==> src/rtl/jk_pkg.sv <==
// -----------------------------------------------------------------------------
// jk_pkg -- shared encodings for the JK register bank.
//   jk_act_e  : per-bit JK action, {j,k} packed as a 2-bit value.
//   jk_mode_e : bank operating mode as presented on the 'mode' port.
// -----------------------------------------------------------------------------
package jk_pkg;

    typedef enum logic [1:0] {
        ACT_HOLD   = 2'b00,
        ACT_RESET  = 2'b01,
        ACT_SET    = 2'b10,
        ACT_TOGGLE = 2'b11
    } jk_act_e;

    typedef enum logic [1:0] {
        MODE_JK     = 2'b00,
        MODE_LOAD   = 2'b01,
        MODE_CNT_UP = 2'b10,
        MODE_CNT_DN = 2'b11
    } jk_mode_e;

endpackage

==> src/rtl/jk_ff_cell.sv <==
// -----------------------------------------------------------------------------
// jk_ff_cell -- one JK flip-flop bit with parallel-load override.
//   clk   : clock, rising edge
//   rst   : synchronous active-high reset, loads RST_VAL
//   en    : clock enable; q holds when low
//   load  : when high (and en), q takes d; j/k ignored
//   d     : load data
//   j, k  : JK controls (hold / clear / set / toggle)
//   q     : registered bit
// -----------------------------------------------------------------------------
module jk_ff_cell
    import jk_pkg::*;
#(
    parameter logic RST_VAL = 1'b0
) (
    input  logic clk,
    input  logic rst,
    input  logic en,
    input  logic load,
    input  logic d,
    input  logic j,
    input  logic k,
    output logic q
);

    jk_act_e act;
    assign act = jk_act_e'({j, k});

    always_ff @(posedge clk) begin
        if (rst) begin
            q <= RST_VAL;
        end else if (en) begin
            if (load) begin
                q <= d;
            end else begin
                case (act)
                    ACT_HOLD:   q <= q;
                    ACT_RESET:  q <= 1'b0;
                    ACT_SET:    q <= 1'b1;
                    ACT_TOGGLE: q <= ~q;
                    default:    q <= q;
                endcase
            end
        end
    end

endmodule

==> src/rtl/jk_reg_bank.sv <==
// -----------------------------------------------------------------------------
// jk_reg_bank -- WIDTH-bit bank of JK flip-flops with load and up/down count.
//   clk, rst   : clock and synchronous active-high reset (q <= RST_VAL)
//   en         : clock enable; q holds and tc is 0 when low
//   mode       : 00 JK, 01 LOAD, 10 CNT_UP, 11 CNT_DN
//   j, k       : per-bit JK controls (JK mode)
//   d          : parallel load data (LOAD mode)
//   q, q_bar   : registered state and its complement
//   tc         : combinational terminal count (all-ones going up, zero going down)
//   chg        : only with macro JK_CHG_FLAG_EN -- registered, high for one
//                cycle after any non-reset edge at which q changed
// Counting is done by driving every cell with j=k=toggle-enable, where a bit
// toggles when all lower bits are 1 (up) or all lower bits are 0 (down).
// -----------------------------------------------------------------------------
module jk_reg_bank
    import jk_pkg::*;
#(
    parameter int               WIDTH   = 8,
    parameter logic [WIDTH-1:0] RST_VAL = '0
) (
    input  logic             clk,
    input  logic             rst,
    input  logic             en,
    input  logic [1:0]       mode,
    input  logic [WIDTH-1:0] j,
    input  logic [WIDTH-1:0] k,
    input  logic [WIDTH-1:0] d,
    output logic [WIDTH-1:0] q,
    output logic [WIDTH-1:0] q_bar,
    output logic             tc
`ifdef JK_CHG_FLAG_EN
    ,
    output logic             chg
`endif
);

    jk_mode_e         mode_e;
    logic [WIDTH-1:0] up_te, dn_te;
    logic [WIDTH-1:0] cell_j, cell_k;
    logic             load;

    assign mode_e = jk_mode_e'(mode);
    assign load   = (mode_e == MODE_LOAD);

    // Ripple the "all lower bits are 1/0" condition from bit 0 upward.
    always_comb begin : te_chain
        logic up_all1, dn_all0;
        up_all1 = 1'b1;
        dn_all0 = 1'b1;
        up_te   = '0;
        dn_te   = '0;
        for (int i = 0; i < WIDTH; i++) begin
            up_te[i] = up_all1;
            dn_te[i] = dn_all0;
            up_all1  = up_all1 & q[i];
            dn_all0  = dn_all0 & ~q[i];
        end
    end

    always_comb begin
        cell_j = '0;
        cell_k = '0;
        case (mode_e)
            MODE_JK: begin
                cell_j = j;
                cell_k = k;
            end
            MODE_CNT_UP: begin
                cell_j = up_te;
                cell_k = up_te;
            end
            MODE_CNT_DN: begin
                cell_j = dn_te;
                cell_k = dn_te;
            end
            default: begin
                cell_j = '0;
                cell_k = '0;
            end
        endcase
    end

    for (genvar i = 0; i < WIDTH; i++) begin : g_cell
        jk_ff_cell #(
            .RST_VAL (RST_VAL[i])
        ) u_cell (
            .clk  (clk),
            .rst  (rst),
            .en   (en),
            .load (load),
            .d    (d[i]),
            .j    (cell_j[i]),
            .k    (cell_k[i]),
            .q    (q[i])
        );
    end

    assign q_bar = ~q;
    assign tc    = en & (((mode_e == MODE_CNT_UP) & (&q)) |
                         ((mode_e == MODE_CNT_DN) & ~(|q)));

`ifdef JK_CHG_FLAG_EN
    logic [WIDTH-1:0] flip;
    logic             chg_q, chg_d;

    // A bit flips when set/toggled from 0, cleared/toggled from 1, or loaded
    // with a differing value.
    assign flip  = load ? (d ^ q) : ((cell_j & ~q) | (cell_k & q));
    assign chg_d = en & (|flip);

    always_ff @(posedge clk) begin
        if (rst) chg_q <= 1'b0;
        else     chg_q <= chg_d;
    end

    assign chg = chg_q;
`endif

endmodule

==> config.mk <==
export PLATFORM = sky130hd
export DESIGN_NAME = jk_reg_bank
export DESIGN_NICKNAME = d
export VERILOG_FILES = /design/src/rtl/jk_pkg.sv /design/src/rtl/jk_ff_cell.sv /design/src/rtl/jk_reg_bank.sv
export SDC_FILE = /design/constraint.sdc
export NUM_CORES = 1
export LEC_CHECK = 0
export ABC_AREA = 1
export CAP_MARGIN = 20
export CORE_MARGIN = 10
export CORE_UTILIZATION = 42
export DETAILED_ROUTE_END_ITERATION = 10
export GPL_TIMING_DRIVEN = 0
export PLACE_DENSITY = 0.87
export SLEW_MARGIN = 5
export SYNTH_ARGS = -nofsm -noshare
export SYNTH_HDL_FRONTEND = slang
export SYNTH_SLANG_ARGS = --single-unit
export TNS_END_PERCENT = 10
==> constraint.sdc <==
create_clock -name clk -period 2.49 [get_ports clk]
set_clock_uncertainty 0.05 [all_clocks]
set_input_delay 0.249 -clock clk [delete_from_list [all_inputs] [get_ports clk]]
set_output_delay 0.249 -clock clk [all_outputs]
set_load 0.01 [all_outputs]
After elaboration in Yosys (flattened, before gate mapping). Cells that the tools add are included. Widths: inputs -> output; s select.

Register bits after elaboration: 8. Input bits: 29. Output and inout bits: 17. Word-level logic and storage cells: 106.

Eq/ne operators: 35. Mux-type cells: 18. Bitwise gates (word level): 26. Reductions and logical operators: 19.

Operators by type and width (count): $pmux 8 s3 (2); $eq 2x2->1 const B (18); $pmux 1 s3 (8); $eq 2x1->1 const B (9); $logic_not 2->1 (9); $reduce_and 2->1 (8); $and 1x1->1 (15); $ne 2x2->1 const B (7); $not 1->1 (9); $mux 1 (8); $not 8->8 (1); $reduce_and 8->1 (1); $reduce_or 8->1 (1); $ne 2x1->1 const B (1); $or 1x1->1 (1).

Depth between registers and ports, before layout. Gate-level depths: netlist of the first run.

Word-level depth: 11. Gate-level depth with buffers: 11. Gate-level depth less buffers: 10.

Cells and area by module. Synthesis of the first run repeated with hierarchy kept, for this count alone.

Cells, all modules: 182. Area, all modules: 900.9 sq um.

By module, submodules not included: jk_ff_cell (times used 8, cells an instance 13, area each 67.6 sq um, sequential area each 20.0 sq um); jk_reg_bank (times used 1, cells an instance 78, area each 360.3 sq um, sequential area each 0.0 sq um).

Worst setup path before layout of the first run. No wires, ideal clock.

Kind: reg-to-output. Start: reg g_cell[2].u_cell.q. End: out tc. Data arrival time: 1.106 ns. Data required time: 2.191 ns. Path slack: 1.085 ns. Stages on the path, launching flop included: 7. Path buffers: 0. Cell sequence: dfxtp_1 nand2_1 nor2_1 nand4_1 nand2_1 nand2_1 a21oi_1.

Longest elaborated chain between the ends: 5. Elaborated cells between the ends (all ways): 7. Classes of those cells: bitwise (5); reduce/logical (2).

Ends and longest elaborated chain: start, declared (RTL line jk_ff_cell.sv:23) `output logic q`; start signal, assigned (RTL line jk_ff_cell.sv:37) `ACT_HOLD: q <= q;`; start signal, assigned (RTL line jk_ff_cell.sv:40) `ACT_TOGGLE: q <= ~q;`; start signal, assigned (RTL line jk_ff_cell.sv:41) `default: q <= q;`; $reduce_or 8->1 (RTL line jk_reg_bank.sv:100) `((mode_e == MODE_CNT_DN) & ~(|q)));`; $not 1->1 (RTL line jk_reg_bank.sv:100); $and 1x1->1 (RTL line jk_reg_bank.sv:100); $or 1x1->1 (*) (RTL line jk_reg_bank.sv:99) `assign tc = en & (((mode_e == MODE_CNT_UP) & (&q)) |`; $and 1x1->1 (*) (RTL line jk_reg_bank.sv:99); end, declared (RTL line jk_reg_bank.sv:30) `output logic tc`.

Mark *: on every way between the ends. The rest lies on a longest branch, timed or not.

Final worst setup path of the first run.
Start: reg g_cell[0].u_cell.q. End: out tc.

Longest elaborated chain between the ends: 5. Elaborated cells between the ends (all ways): 7. Classes of those cells: bitwise (5); reduce/logical (2).

Ends and longest elaborated chain (RTL line): start, declared (jk_ff_cell.sv:23); start signal, assigned (jk_ff_cell.sv:37); start signal, assigned (jk_ff_cell.sv:40); start signal, assigned (jk_ff_cell.sv:41); $reduce_or 8->1 (jk_reg_bank.sv:100); $not 1->1 (jk_reg_bank.sv:100); $and 1x1->1 (jk_reg_bank.sv:100); $or 1x1->1 (*) (jk_reg_bank.sv:99); $and 1x1->1 (*) (jk_reg_bank.sv:99).

Marked as above.

==> reports/results.txt, run 1 <==
result of the run: finished, final reports clean
summed negative setup slack over all endpoints: 0 ps
number of diodes added for antenna fixing: 0
Die Footprint: 4370 sq um
combinational family with the most area after synthesis: simple AND/OR/NAND/NOR gates
relative contribution of sequential cells to total power: 30.6%
critical-path maximum fanout: 7
leakage power figure: 0.675 nW
RSZ-0062 raised after global routing: no
largest reg by FF count: g_cell.u_cell.q
first-pass GRT wire length: 5310 um
Adder-Cell Fraction of Synth Area: 0%
Final Core Density: 69.6%
total DRC errors in the routed layout: 0
share of the cycle needed by the critical path after routing: 94.2%
final weighted congestion in routability-driven placement: 0.877
count of hold-fix buffers inserted at cts: 0
P&R area growth vs syn: 55.9%
area of the mapped netlist: 893 sq um
maximum vdd drop: 0.259 mV
deepest level of the CTS H-tree: 1
CTS tree: done
required time of the worst setup path: 2190 ps
Post-Synthesis Mean Instance Area: 5.45 sq um
total vias in the final route: 1,227
setup slack at placement: 25.0 ps
relative slew slack: 52.1%
Num Clock Sinks: 8
number of distinct standard cells referenced by the synthesized netlist: 22
sum of internal, switching and leakage power: 0.517 mW
synthesized-area fraction occupied by ao, oa, aoi and oai cells: 16.4%
final count of hold timing violations: 0
number of core rows: 16
boundary pin count: 46
clock buffer count from CTS: 3
total routed wirelength: 3210 um
cell internal power dissipation: 0.330 mW
iteration-0 DRC count of the detailed router: 69
initial antenna violation count: 0
net load switching power: 0.187 mW
type of element launching the critical path: flip-flop
Chip Height: 66.1 um
worst-case clock buffer depth: 2
total number of nets in the final design: 242
x dimension of the die: 66.1 um
number of nets produced by synthesis: 193
number of flip-flops in the largest register: 8
number of nets with antenna violations after routing: 0
Tot GR Track Use: 15.0%
data arrival at the endpoint of the critical path: 2050 ps
actual transition at the worst max-transition pin: 715 ps
final critical-path setup slack: 144 ps
Max Clock Freq: 426 MHz
estimated wirelength of the detail-placed design: 2610 um
share of total power in combinational logic: 48.6%
insertion delay to the later sink of the worst-skew pair: 260 ps
largest net degree at the start of global routing: 11
Setup CP Type: reg2out
placeable core area: 2000 sq um
Post-Synth Simple-Gate Area: 48.7%
sequential cell area fraction in the yosys report: 17.9%
registers with the most flip-flops: g_cell.u_cell.q: 8 flops
share of total power in the clock network: 20.8%
via count of the first global-routing pass: 1,172
Setup-failing EPs final: 0
number of violations of the max-capacitance limit: 0
total overflow reported by the global router: 0
Port Buffers: 44
Synth Register Bits: 8
fraction of synthesized cell area in xor and xnor cells: 0%
nature of the critical path endpoint: primary output
net switching fraction of the power: 36.1%
multiplexer share of the synthesized area: 0%
clock-pin slew on the worst setup and hold paths: 60 ps
Fin Hold WS: 504 ps
share of post-route cells with drive strength above 1: 9.48%
worst hold path class: in2reg
drt wl/cell: 13.5 um
initial core utilization: 44.6%
power density of the placed cells: 371 nW/um^2
first-pass detailed-route iteration total: 4
synthesized instance count: 164
Slew Viols, Final: 0
root buffer cell: clkbuf_4
time the final worst path needs with I/O delays and setup: 2350 ps
count of yosys warnings during synthesis: 0
vias per cell: 5.16
-- worst max-delay path: stages, from the launching register on --
cell and delay [ps]:
dfxtp_1 450, nand2_1 110, nor2_1 240, nand4_1 190, nand2_1 90, nand2_1 50, a21oi_1 110, clkdlybuf4s50_1 550
-- worst paths after layout --
check,from,endpoint,slack [ps],cells past startpoint
worst max-delay path,g_cell[0].u_cell.q,tc,140,7
worst min-delay path,mode[0],g_cell[7].u_cell.q,500,6
worst max register to register,g_cell[0].u_cell.q,g_cell[7].u_cell.q,980,9
worst min register to register,g_cell[7].u_cell.q,g_cell[7].u_cell.q,540,4
-- cells in the mapped netlist --
master | instances | share of area [%]
o31ai_1 | 1 | 0.84
buf_4 | 9 | 7.6
nand2_2 | 1 | 0.70
nor2_4 | 1 | 1.3
o21ai_0 | 13 | 7.3
o21ai_1 | 1 | 0.56
nor3b_1 | 1 | 0.84
nand4_1 | 9 | 6.3
buf_2 | 1 | 0.56
inv_2 | 1 | 0.42
a21oi_1 | 11 | 6.2
dfxtp_1 | 8 | 18
nand3_1 | 11 | 6.2
nand2_1 | 53 | 22
a31oi_1 | 1 | 0.70
or2_2 | 2 | 1.4
nor3_1 | 2 | 1.1
nand3_2 | 1 | 1.1
o211ai_1 | 1 | 0.84
nor2_1 | 18 | 7.6
inv_1 | 17 | 7.1
buf_6 | 1 | 1.3
-- stage by stage --
| stage | instances | area, sq um |
|---|---|---|
| 2_1_floorplan | 164 | 893 |
| 3_3_place_gp | 235 | 1370 |
| 3_5_place_dp | 235 | 1370 |
| 4_1_cts | 238 | 1390 |
| 5_1_grt | 238 | 1390 |
| 6_report | 238 | 1390 |
-- power by group through the flow --
stage | sequential [mW] | combinational, mW | clock [mW]
2_1_floorplan | 0.156 | 0.135 | 0
3_3_place_gp | 0.160 | 0.246 | 0
3_5_place_dp | 0.161 | 0.252 | 0
4_1_cts | 0.158 | 0.253 | 0.110
5_1_grt | 0.160 | 0.280 | 0.116
6_report | 0.158 | 0.251 | 0.107
-- layout by cell type (no fill, tap or decap) --
| cell | netlist | final |
|---|---|---|
| buf_6 | 1 | 1 |
| nor2_4 | 1 | 1 |
| nand4_1 | 9 | 9 |
| buf_4 | 9 | 9 |
| nand2_1 | 53 | 53 |
| a21oi_1 | 11 | 11 |
| nand3_1 | 11 | 11 |
| o211ai_1 | 1 | 1 |
| clkbuf_4 | 0 | 3 |
| nor2_1 | 18 | 18 |
| o21ai_0 | 13 | 13 |
| nand2_2 | 1 | 1 |
| o31ai_1 | 1 | 1 |
| nor3b_1 | 1 | 1 |
| buf_2 | 1 | 1 |
| nor3_1 | 2 | 2 |
| clkdlybuf4s50_1 | 0 | 43 |
| inv_1 | 17 | 17 |
| a31oi_1 | 1 | 1 |
| o21ai_1 | 1 | 1 |
| or2_2 | 2 | 2 |
| nand3_2 | 1 | 1 |
| inv_2 | 1 | 1 |
| dlymetal6s2s_1 | 0 | 1 |
| dfxtp_1 | 8 | 8 |
-- timing repair --
action / 4_1_cts / 5_1_grt
setup endpoints to repair: 0 / 1
buffers inserted: 0 / 0
resized for setup: 0 / 1
-- cell families (layout without fill, tap and decap cells) --
family                 Yosys count  count (layout)
DFF                              8               8
and+or+nand+nor                 99              99
AOI/OAI and AO/OA               28              28
buffers and inverters           29              76
-- cell type report --
type	count	area [sq um]
clock buffers	3	22.5
fillers	204	609
flip-flops and latches	8	160
well taps	27	33.8
repair buffers	44	443
plain buffers	11	83.8
multi-input cells	127	582
inverters	18	67.6
-- metal layers --
metal	track usage, %	routed length, um	vias up
met4	4.19	18	0
met3	5.08	323	2
met1	17.6	1330	551
met5	0	0	-
li1	-	-	627
met2	25.1	1530	47
(Power assumes the default switching activity.)
==> run 2, diff against run 1 <==
Settings changed: CORE_MARGIN 10 to not set.
==> run 2 against run 1 <==
Effect of this change:
- first-iteration DRC count is 62% lower
- count of clock-buffer cells in the layout stayed put
- hold slack worse by 5.5 ps
- wire length is 12% lower
- die area is 47% lower
- critical path depth stayed put
- combinational power hardly changed
- critical path type unchanged
- largest power group unchanged
==> reports/results.txt, run 2 (same netlist as run 1, synthesis figures left out) <==
result of the run: finished, final reports clean
largest net degree at the start of global routing: 11 (unchanged)
type of element launching the critical path: flip-flop
P&R area growth vs syn: 55.9% (unchanged)
setup slack at placement: 51.7 ps (+26.7 ps)
number of violations of the max-capacitance limit: 0 (unchanged)
WL met2: 1380 um (-10%)
drt wl/cell: 11.8 um (-12%)
commonest non-fill, non-tap cell in the layout: nand2_1
Tot GR Track Use: 25.5% (+11 points)
final count of hold timing violations: 0 (unchanged)
Setup-failing EPs final: 0 (unchanged)
data arrival at the endpoint of the critical path: 2040 ps (about the same)
maximum vdd drop: 0.343 mV (+32%)
clock-pin slew on the worst setup and hold paths: 70 ps (about the same)
number of diodes added for antenna fixing: 0 (unchanged)
share of post-route cells with drive strength above 1: 10.4% (+0.95 points)
vias per cell: 5.15 (-0.16%)
sum of internal, switching and leakage power: 0.520 mW (+0.63%)
total vias in the final route: 1,225 (-0.16%)
total routed wirelength: 2810 um (-12%)
RSZ-0062 raised after global routing: no
initial antenna violation count: 0 (unchanged)
time the final worst path needs with I/O delays and setup: 2340 ps (-7.52 ps)
total overflow reported by the global router: 0 (unchanged)
final design area excluding fillers: 1390 sq um (unchanged)
Final Core Density: 70.3% (+0.70 points)
Setup CP Type: reg2out
fillers: 185 (-9.3%)
number of core rows: 16 (unchanged)
largest reg by FF count: g_cell.u_cell.q
critical-path maximum fanout: 6 (-1)
worst-case clock buffer depth: 2 (unchanged)
insertion delay to the later sink of the worst-skew pair: 270 ps (about the same)
Fin Hold WS: 498 ps (-5.54 ps)
first-pass detailed-route iteration total: 4 (unchanged)
summed negative setup slack over all endpoints: 0 ps (unchanged)
Num Clock Sinks: 8 (unchanged)
cell count after placement: 235 (unchanged)
commonest cells after routing, fill and taps aside: 53 x nand2_1, 43 x clkdlybuf4s50_1, 17 x inv_1, 17 x nor2_1, 13 x o21ai_0
root buffer cell: clkbuf_4
via count of the first global-routing pass: 1,027 (-12%)
Die Footprint: 2320 sq um (-47%)
iteration-0 DRC count of the detailed router: 26 (-62%)
actual transition at the worst max-transition pin: 681 ps (-34.6 ps)
x dimension of the die: 48.1 um (-27%)
number of flip-flops in the largest register: 8 (unchanged)
Port Buffers: 44 (unchanged)
registers with the most flip-flops: g_cell.u_cell.q: 8 flops
estimated wirelength of the detail-placed design: 2110 um (-19%)
area after detailed placement: 1370 sq um (unchanged)
Slew Viols, Final: 0 (unchanged)
relative slew slack: 54.5% (+2.3 points)
leakage power figure: 0.668 nW (-1.1%)
first-pass GRT wire length: 4140 um (-22%)
total number of nets in the final design: 242 (unchanged)
required time of the worst setup path: 2190 ps (about the same)
power density of the placed cells: 374 nW/um^2 (+0.63%)
final critical-path setup slack: 152 ps (+7.52 ps)
Chip Height: 48.1 um (-27%)
DR top layer: met4
worst hold path class: in2reg
length of routed wiring on met1: 1260 um (-5.4%)
count of hold-fix buffers inserted at cts: 0 (unchanged)
clock buffer count from CTS: 3 (unchanged)
CTS tree: done
routed length on met3: 141 um (-56%)
number of nets with antenna violations after routing: 0 (unchanged)
initial core utilization: 45.1% (+0.45 points)
Max Clock Freq: 428 MHz (+0.32%)
final weighted congestion in routability-driven placement: 0.882 (+0.54%)
total DRC errors in the routed layout: 0 (unchanged)
boundary pin count: 46 (unchanged)
share of the cycle needed by the critical path after routing: 93.9% (-0.30 points)
deepest level of the CTS H-tree: 1 (unchanged)
placeable core area: 1980 sq um (-1.0%)
Post-Layout Cell Count: 238 (unchanged)
nature of the critical path endpoint: primary output
==> run 2: final cells by class <==
cell class | instances | area (sq um) | share of cell area, %
sequential | 8 | 161 | 11.6
clock buffer | 3 | 22.5 | 1.62
timing repair buffer | 44 | 439 | 31.5
inverter | 18 | 67.6 | 4.85
buffer | 11 | 83.8 | 6.02
multi-input combinational | 127 | 584 | 42.0
tap | 27 | 33.8 | 2.43
==> run 2: timing repair <==
action                                  CTS  global route
pin swaps                                 0             0
endpoints found under the setup margin    1             1
gates resized for setup                   1             2
cloned                                    0             0
setup buffers                             0             0
endpoints found under the hold margin     0             0
==> run 2: path summary, 6_finish.rpt <==
check / slack, ps / end / depth (start not counted) / start
worst max-delay path: 150 / tc / 7 / g_cell[2].u_cell.q
worst min-delay path: 500 / g_cell[2].u_cell.q / 5 / mode[0]
worst max register to register: 1020 / g_cell[7].u_cell.q / 9 / g_cell[2].u_cell.q
worst min register to register: 540 / g_cell[0].u_cell.q / 2 / g_cell[0].u_cell.q
==> run 2: power by group <==
group / switching [mW] / total, mW / internal [mW]
clock network: 0.0552 / 0.111 / 0.0559
logic: 0.116 / 0.250 / 0.134
registers: 0.0189 / 0.159 / 0.141
==> run 2: worst max-delay path: stages (launching register included) <==
cell and delay (ps):
dfxtp_1 420, nand2_1 130, nor2_2 180, nand4_1 170, nand2_1 100, nand2_1 50, a21oi_1 160, clkdlybuf4s50_1 560
==> run 2: layer usage <==
metal  track usage [%]  vias up
met1              30.5      552
met5                 0        -
met2              46.2       40
li1                  -      628
met3              3.33        5
met4              9.44        0
